[config.mk]
export PLATFORM = sky130hd
export DESIGN_NAME = axil_regfile
export DESIGN_NICKNAME = d
export VERILOG_FILES = /design/src/rtl/axil_pkg.sv /design/src/rtl/axil_hold_reg.sv /design/src/rtl/axil_regfile.sv
export SDC_FILE = /design/constraint.sdc
export NUM_CORES = 1
export LEC_CHECK = 0
export BUFFER_PORTS_ARGS = -buffer_cell sky130_fd_sc_hd__buf_2
export CAP_MARGIN = 10
export CELL_PAD_IN_SITES_DETAIL_PLACEMENT = 0
export CELL_PAD_IN_SITES_GLOBAL_PLACEMENT = 1
export CORE_AREA = 2 2 467 469
export CTS_CLUSTER_DIAMETER = 80
export DETAILED_ROUTE_END_ITERATION = 8
export DIE_AREA = 0 0 469 471
export GPL_TIMING_DRIVEN = 0
export PLACE_DENSITY = 0.44
export RECOVER_POWER = 50
export SLEW_MARGIN = 20
export SYNTH_ARGS = -nofsm -noshare
export SYNTH_HDL_FRONTEND = slang
export SYNTH_SLANG_ARGS = --single-unit
[constraint.sdc]
create_clock -name s_axi_aclk -period 2.7 [get_ports s_axi_aclk]
set_clock_uncertainty 0.1 [all_clocks]
set_input_delay 0.135 -clock s_axi_aclk [delete_from_list [all_inputs] [get_ports s_axi_aclk]]
set_output_delay 0.135 -clock s_axi_aclk [all_outputs]
set_load 0.05 [all_outputs]
[src/rtl/axil_pkg.sv]
// Shared AXI4-Lite response codes and address-decode helpers for the register file.
package axil_pkg;

  typedef enum logic [1:0] {
    OKAY   = 2'b00,
    EXOKAY = 2'b01,
    SLVERR = 2'b10,
    DECERR = 2'b11
  } axi_resp_e;

  // Byte-offset bits below the register index.
  function automatic int addr_lsb(input int data_width);
    return $clog2(data_width / 8);
  endfunction

  function automatic int idx_width(input int num_regs);
    return $clog2(num_regs);
  endfunction

endpackage

[src/rtl/axil_hold_reg.sv]
// One-entry valid/data holding register; accepts while empty or while being drained.
module axil_hold_reg #(
  parameter int W = 32
) (
  input  logic         clk,
  input  logic         rst,
  input  logic         valid,
  input  logic [W-1:0] din,
  input  logic         drain,
  output logic         ready,
  output logic         held,
  output logic [W-1:0] dout
);

  assign ready = !held || drain;

  always_ff @(posedge clk) begin
    if (rst) begin
      held <= 1'b0;
      dout <= '0;
    end else if (valid && ready) begin
      held <= 1'b1;
      dout <= din;
    end else if (drain) begin
      held <= 1'b0;
    end
  end

endmodule

[src/rtl/axil_regfile.sv]
// AXI4-Lite register bank: independent AW/W holding, byte strobes, read-only mask,
// SLVERR/DECERR responses and per-register access pulses toward user logic.
module axil_regfile
  import axil_pkg::*;
#(
  parameter int                                      axil_addr_width = 32,
  parameter int                                      axil_data_width = 32,
  parameter int                                      num_regs        = 16,
  parameter logic [num_regs-1:0]                     ro_mask         = '0,
  parameter logic [num_regs*axil_data_width-1:0]     reset_values    = '0
) (
  input  logic                                   s_axi_aclk,
  input  logic                                   s_axi_areset,
  input  logic                                   s_axi_awvalid,
  output logic                                   s_axi_awready,
  input  logic [axil_addr_width-1:0]             s_axi_awaddr,
  input  logic [2:0]                             s_axi_awprot,
  input  logic                                   s_axi_wvalid,
  output logic                                   s_axi_wready,
  input  logic [axil_data_width-1:0]             s_axi_wdata,
  input  logic [axil_data_width/8-1:0]           s_axi_wstrb,
  output logic                                   s_axi_bvalid,
  input  logic                                   s_axi_bready,
  output logic [1:0]                             s_axi_bresp,
  input  logic                                   s_axi_arvalid,
  output logic                                   s_axi_arready,
  input  logic [axil_addr_width-1:0]             s_axi_araddr,
  input  logic [2:0]                             s_axi_arprot,
  output logic                                   s_axi_rvalid,
  input  logic                                   s_axi_rready,
  output logic [axil_data_width-1:0]             s_axi_rdata,
  output logic [1:0]                             s_axi_rresp,
  output logic [num_regs*axil_data_width-1:0]    reg_out,
  input  logic [num_regs*axil_data_width-1:0]    reg_in,
  output logic [num_regs-1:0]                    wr_pulse,
  output logic [num_regs-1:0]                    rd_pulse
);

  localparam int AW    = axil_addr_width;
  localparam int DW    = axil_data_width;
  localparam int SW    = DW / 8;
  localparam int LSB   = addr_lsb(DW);
  localparam int IDX_W = idx_width(num_regs);

  logic                              aw_held, w_held, commit;
  logic [AW-1:0]                     aw_addr_q;
  logic [DW-1:0]                     w_data_q;
  logic [SW-1:0]                     w_strb_q;
  logic [IDX_W-1:0]                  w_idx, r_idx;
  logic                              w_oor, r_oor, ar_fire;
  logic [num_regs-1:0][DW-1:0]       regs;
  logic [num_regs-1:0][DW-1:0]       reg_in_a;
  axi_resp_e                         b_resp_nxt, r_resp_nxt;
  logic                              unused_prot;

  assign unused_prot = ^{s_axi_awprot, s_axi_arprot};
  assign reg_in_a    = reg_in;

  // A held pair retires whenever the B slot is free or being emptied this cycle.
  assign commit = aw_held && w_held && (!s_axi_bvalid || s_axi_bready);

  axil_hold_reg #(.W(AW)) u_aw_hold (
    .clk   (s_axi_aclk),
    .rst   (s_axi_areset),
    .valid (s_axi_awvalid),
    .din   (s_axi_awaddr),
    .drain (commit),
    .ready (s_axi_awready),
    .held  (aw_held),
    .dout  (aw_addr_q)
  );

  axil_hold_reg #(.W(DW + SW)) u_w_hold (
    .clk   (s_axi_aclk),
    .rst   (s_axi_areset),
    .valid (s_axi_wvalid),
    .din   ({s_axi_wstrb, s_axi_wdata}),
    .drain (commit),
    .ready (s_axi_wready),
    .held  (w_held),
    .dout  ({w_strb_q, w_data_q})
  );

  // Any address bit above the index field selects nothing in this bank.
  assign w_idx = aw_addr_q[LSB +: IDX_W];
  assign w_oor = |(aw_addr_q >> (LSB + IDX_W));
  assign r_idx = s_axi_araddr[LSB +: IDX_W];
  assign r_oor = |(s_axi_araddr >> (LSB + IDX_W));

  assign s_axi_arready = !s_axi_rvalid || s_axi_rready;
  assign ar_fire       = s_axi_arvalid && s_axi_arready;

  for (genvar i = 0; i < num_regs; i++) begin : g_reg
    if (ro_mask[i]) begin : g_ro
      assign regs[i] = reg_in_a[i];
    end else begin : g_rw
      logic [DW-1:0] q;
      always_ff @(posedge s_axi_aclk) begin
        if (s_axi_areset) begin
          q <= reset_values[i*DW +: DW];
        end else if (commit && !w_oor && w_idx == IDX_W'(i)) begin
          for (int k = 0; k < SW; k++)
            if (w_strb_q[k]) q[8*k +: 8] <= w_data_q[8*k +: 8];
        end
      end
      assign regs[i] = q;
    end
  end

  assign reg_out = regs;

  always_comb begin
    b_resp_nxt = OKAY;
    if (w_oor)                b_resp_nxt = DECERR;
    else if (ro_mask[w_idx])  b_resp_nxt = SLVERR;
    r_resp_nxt = r_oor ? DECERR : OKAY;
  end

  always_ff @(posedge s_axi_aclk) begin
    if (s_axi_areset) begin
      s_axi_bvalid <= 1'b0;
      s_axi_bresp  <= OKAY;
    end else if (commit) begin
      s_axi_bvalid <= 1'b1;
      s_axi_bresp  <= b_resp_nxt;
    end else if (s_axi_bready) begin
      s_axi_bvalid <= 1'b0;
    end
  end

  // Registers still hold pre-commit contents here, so a same-cycle read sees the old value.
  always_ff @(posedge s_axi_aclk) begin
    if (s_axi_areset) begin
      s_axi_rvalid <= 1'b0;
      s_axi_rdata  <= '0;
      s_axi_rresp  <= OKAY;
    end else if (ar_fire) begin
      s_axi_rvalid <= 1'b1;
      s_axi_rresp  <= r_resp_nxt;
      s_axi_rdata  <= r_oor ? '0 : regs[r_idx];
    end else if (s_axi_rready) begin
      s_axi_rvalid <= 1'b0;
    end
  end

  always_ff @(posedge s_axi_aclk) begin
    if (s_axi_areset) begin
      wr_pulse <= '0;
      rd_pulse <= '0;
    end else begin
      wr_pulse <= '0;
      rd_pulse <= '0;
      if (commit && !w_oor && !ro_mask[w_idx]) wr_pulse[w_idx] <= 1'b1;
      if (ar_fire && !r_oor)                   rd_pulse[r_idx] <= 1'b1;
    end
  end

endmodule

==> flow_summary.ini <==
[yosys]
yosysUniqueCellTypes = 34
yosysTopAreaCellShare_pct = 45.74
syn_nets = 3198
syn-cell-area_um2 = 28360
synth-main-ff-cell = dfxtp_1
synthArstFlopShare_pct = 0
yosys-top-cells-area = dfxtp_1 46%, mux2i_1 18%, nand2b_1 12%, mux4_2 10%, clkbuf_1 2.6%
yosysSeqAreaShare_pct = 45.74
synth_cells = 2573
yosysTopAreaCell = dfxtp_1
synth_warnings = 0
synth_seq_cells = 648
avgSynthCellArea_um2 = 11.02
synth_edf_count = 0

[critical_path]
path_cells = or4_1, nor4_2, buf_4, buf_6, nand3_2, mux2i_1
start_kind = register
reg2reg_depth = 6
reg2reg_slack_ps = -20
cp_slowest_cell = or4_1
worstReg2RegEnd = g_reg[6].g_rw.q[28]
cp_max_fo = 10
required_ps = 3150
timing.rr.start = u_aw_hold.dout[27]
critPathArrivalTime_ps = 3170
slowest_delay_ps = 540
critPathKind = reg2reg
end_kind = register

[detailed_routing]
ant_nets = 0
viasPerCell = 3.857
wl_um = 201200
drt_iter0_drc = 1707
drc_errors = 0
first_pass_iters = 5
wl_per_cell_um = 31.26
num_vias = 24819

[power_and_ir_drop]
ir_worst_vdd_uv = 429.8
leakagePower_nw = 16.33
power_density_nw_per_um2 = 604.4

[placed_design]
dpl_cell_area_um2 = 35670
dpl.hpwl_um = 160600
portBuffers = 684
dp_worst_setup_slack_ps = -1004
gp_congestion = 0.8049

[layout]
final_nets = 4105
stdcell_area_um2 = 39850
final_util_pct = 18.44
drive_above_1_share_pct = 15.88
areaGrowthSynthToFinish_pct = 40.52
fill_cells = 24276

[timing]
maxSlewViolCount = 0
rsz0062_at_grt = yes
holdWs_ps = 23.02
fin_crit_ps = 2716
layout_setup_ws_ps = -16.17
fmax_ghz = 0.3682
setup_viol = 4
worst_pin_slew_ps = 1274
relSlewSlack_pct = 15.07
fin_crit_sh_pct = 100.6
hold_viol_final = 0

[die]
die-area_um2 = 220900
core_area_um2 = 216100
initial_core_util_pct = 13.12
die_width_um = 469
fp-row-count = 171
fp.dieH_um = 471
pin_count = 1210

[run_status]
violations = setup timing
status = finished, violations left

[worst_hold_path]
hp-class = in2reg
holdPathEnd = rd_pulse[5]
worstHoldStart = s_axi_araddr[17]
hold_depth = 6

[global_route]
grt_max_degree = 14
overflow = 0
antenna_found_initial = 46
grt_use_total_pct = 17.59
grt_pass1_vias = 24637
grt_pass1_wl_um = 254400

[clock_tree]
clockBufferDepth = 3
h-tree-depth = 3
cts-buffers-inserted = 92
cts_sinks = 648
clk_latency_ps = 720
cts_tree = built
clk_pin_slew_ps = 60
root_buffer = clkbuf_16

[job]
drv_cap = 0
-- power by group --
group	switching (mW)	total, mW	internal (mW)	leakage (nW)
sequential	0.0671	9.69	9.63	5.23
clock	5.24	12.6	7.39	1.53
combinational	1.22	1.77	0.546	9.58
-- cells in the final DEF (no fill, tap or decap), types with 10 or more instances in the layout --
| master | count |
|---|---|
| a21oi_1 | 72 |
| a22o_1 | 32 |
| a22oi_1 | 64 |
| buf_12 | 12 |
| buf_2 | 122 |
| clkbuf_1 | 746 |
| clkbuf_16 | 94 |
| clkbuf_2 | 44 |
| clkbuf_8 | 19 |
| clkinv_2 | 12 |
| dfxtp_1 | 647 |
| diode_2 | 22 |
| dlygate4sd3_1 | 113 |
| mux2i_1 | 512 |
| mux4_2 | 128 |
| nand2_1 | 173 |
| nand2b_1 | 551 |
| nand3_4 | 59 |
| nor2_1 | 33 |
| nor4_1 | 10 |
-- cell families (layout without fill, tap and decap cells) --
kind of cell	count (synthesis)	after routing	synth area share [%]
other cells	0	22	0
mux	640	640	28.23
compound gates	173	173	4.045
simple gates	882	882	18.63
buf+inv	230	1216	3.348
flops	648	648	45.74
-- layer usage --
| layer | share of wire [%] | global-route usage (%) | vias to the layer above |
|---|---|---|---|
| met4 | 3.0 | 5.018 | 12 |
| met3 | 7.8 | 4.469 | 194 |
| met2 | 43 | 26.93 | 1065 |
| met1 | 46 | 24.16 | 12687 |
| met5 | 0.031 | 0 | - |
| li1 | - | - | 10861 |
-- synth_stat cells (all sizes together) (3+ instances only) --
master / instances
a21oi: 74
a22o: 32
a22oi: 64
and2: 6
and3: 4
buf: 31
clkbuf: 196
dfxtp: 648
inv: 3
mux2i: 512
mux4: 128
nand2: 176
nand2b: 552
nand3: 67
nor2: 40
nor2b: 5
nor3: 9
nor4: 13
-- critical path: cells and delay by family (launching register included) --
kind	cells	cell delay, ps
buffers and inverters	2	550
DFF	1	300
muxes	1	250
and+or+nand+nor	3	1290
-- how the worst max path moves through the flow --
stage | start | cells after the start | to | slack, ps
5_1_grt | u_aw_hold.dout[28] | 6 | g_reg[6].g_rw.q[27] | -140
3_5_place_dp | s_axi_araddr[2] | 7 | s_axi_rdata[23] | -1000
6_report | u_aw_hold.dout[27] | 6 | g_reg[6].g_rw.q[28] | -20
4_1_cts | u_aw_hold.dout[27] | 7 | g_reg[6].g_rw.q[29] | -120
3_3_place_gp | s_axi_areset | 5 | u_w_hold.dout[0] | -2460
2_1_floorplan | s_axi_bvalid | 6 | u_aw_hold.dout[26] | -3
-- flip-flops by register name, summed over array words and instances, names as in the netlist --
signal          count
g.g_rw.q          512
u_w_hold.dout      36
s_axi_rdata        32
u_aw_hold.dout     30
rd_pulse           16
wr_pulse           16
s_axi_bresp         1
s_axi_bvalid        1
s_axi_rresp         1
s_axi_rvalid        1
u_aw_hold.held      1
u_w_hold.held       1
-- metrics by stage --
stage	setup TNS (ps)	power [mW]	cells
after floorplan	-97.36	10.56	2573
after global placement	-846890	11.50	6111
after detailed placement	-129460	11.55	6123
after CTS	-3787	24.46	6414
after global routing	-2304	24.87	6418
final	-48.87	24.09	6435
-- cell type report --
type | count | area (um^2) | share of cell area [%]
inverter | 3 | 11.26 | 0.02825
timing repair buffer | 819 | 4204 | 10.55
sequential | 648 | 12970 | 32.55
clock inverter | 40 | 442.9 | 1.111
antenna | 22 | 55.05 | 0.1381
buffer | 221 | 1006 | 2.524
multi-input combinational | 1695 | 14900 | 37.39
tap | 2854 | 3571 | 8.960
clock buffer | 133 | 2689 | 6.747
-- repair_timing --
item / CTS / global route
setup buffers: 10 / 0
setup endpoints to repair: 537 / 264
pin swaps: 2 / 0
gates resized for setup: 66 / 19
hold buffers: 113 / 0
hold endpoints to repair: 79 / 0
(Power assumes the default switching activity.)
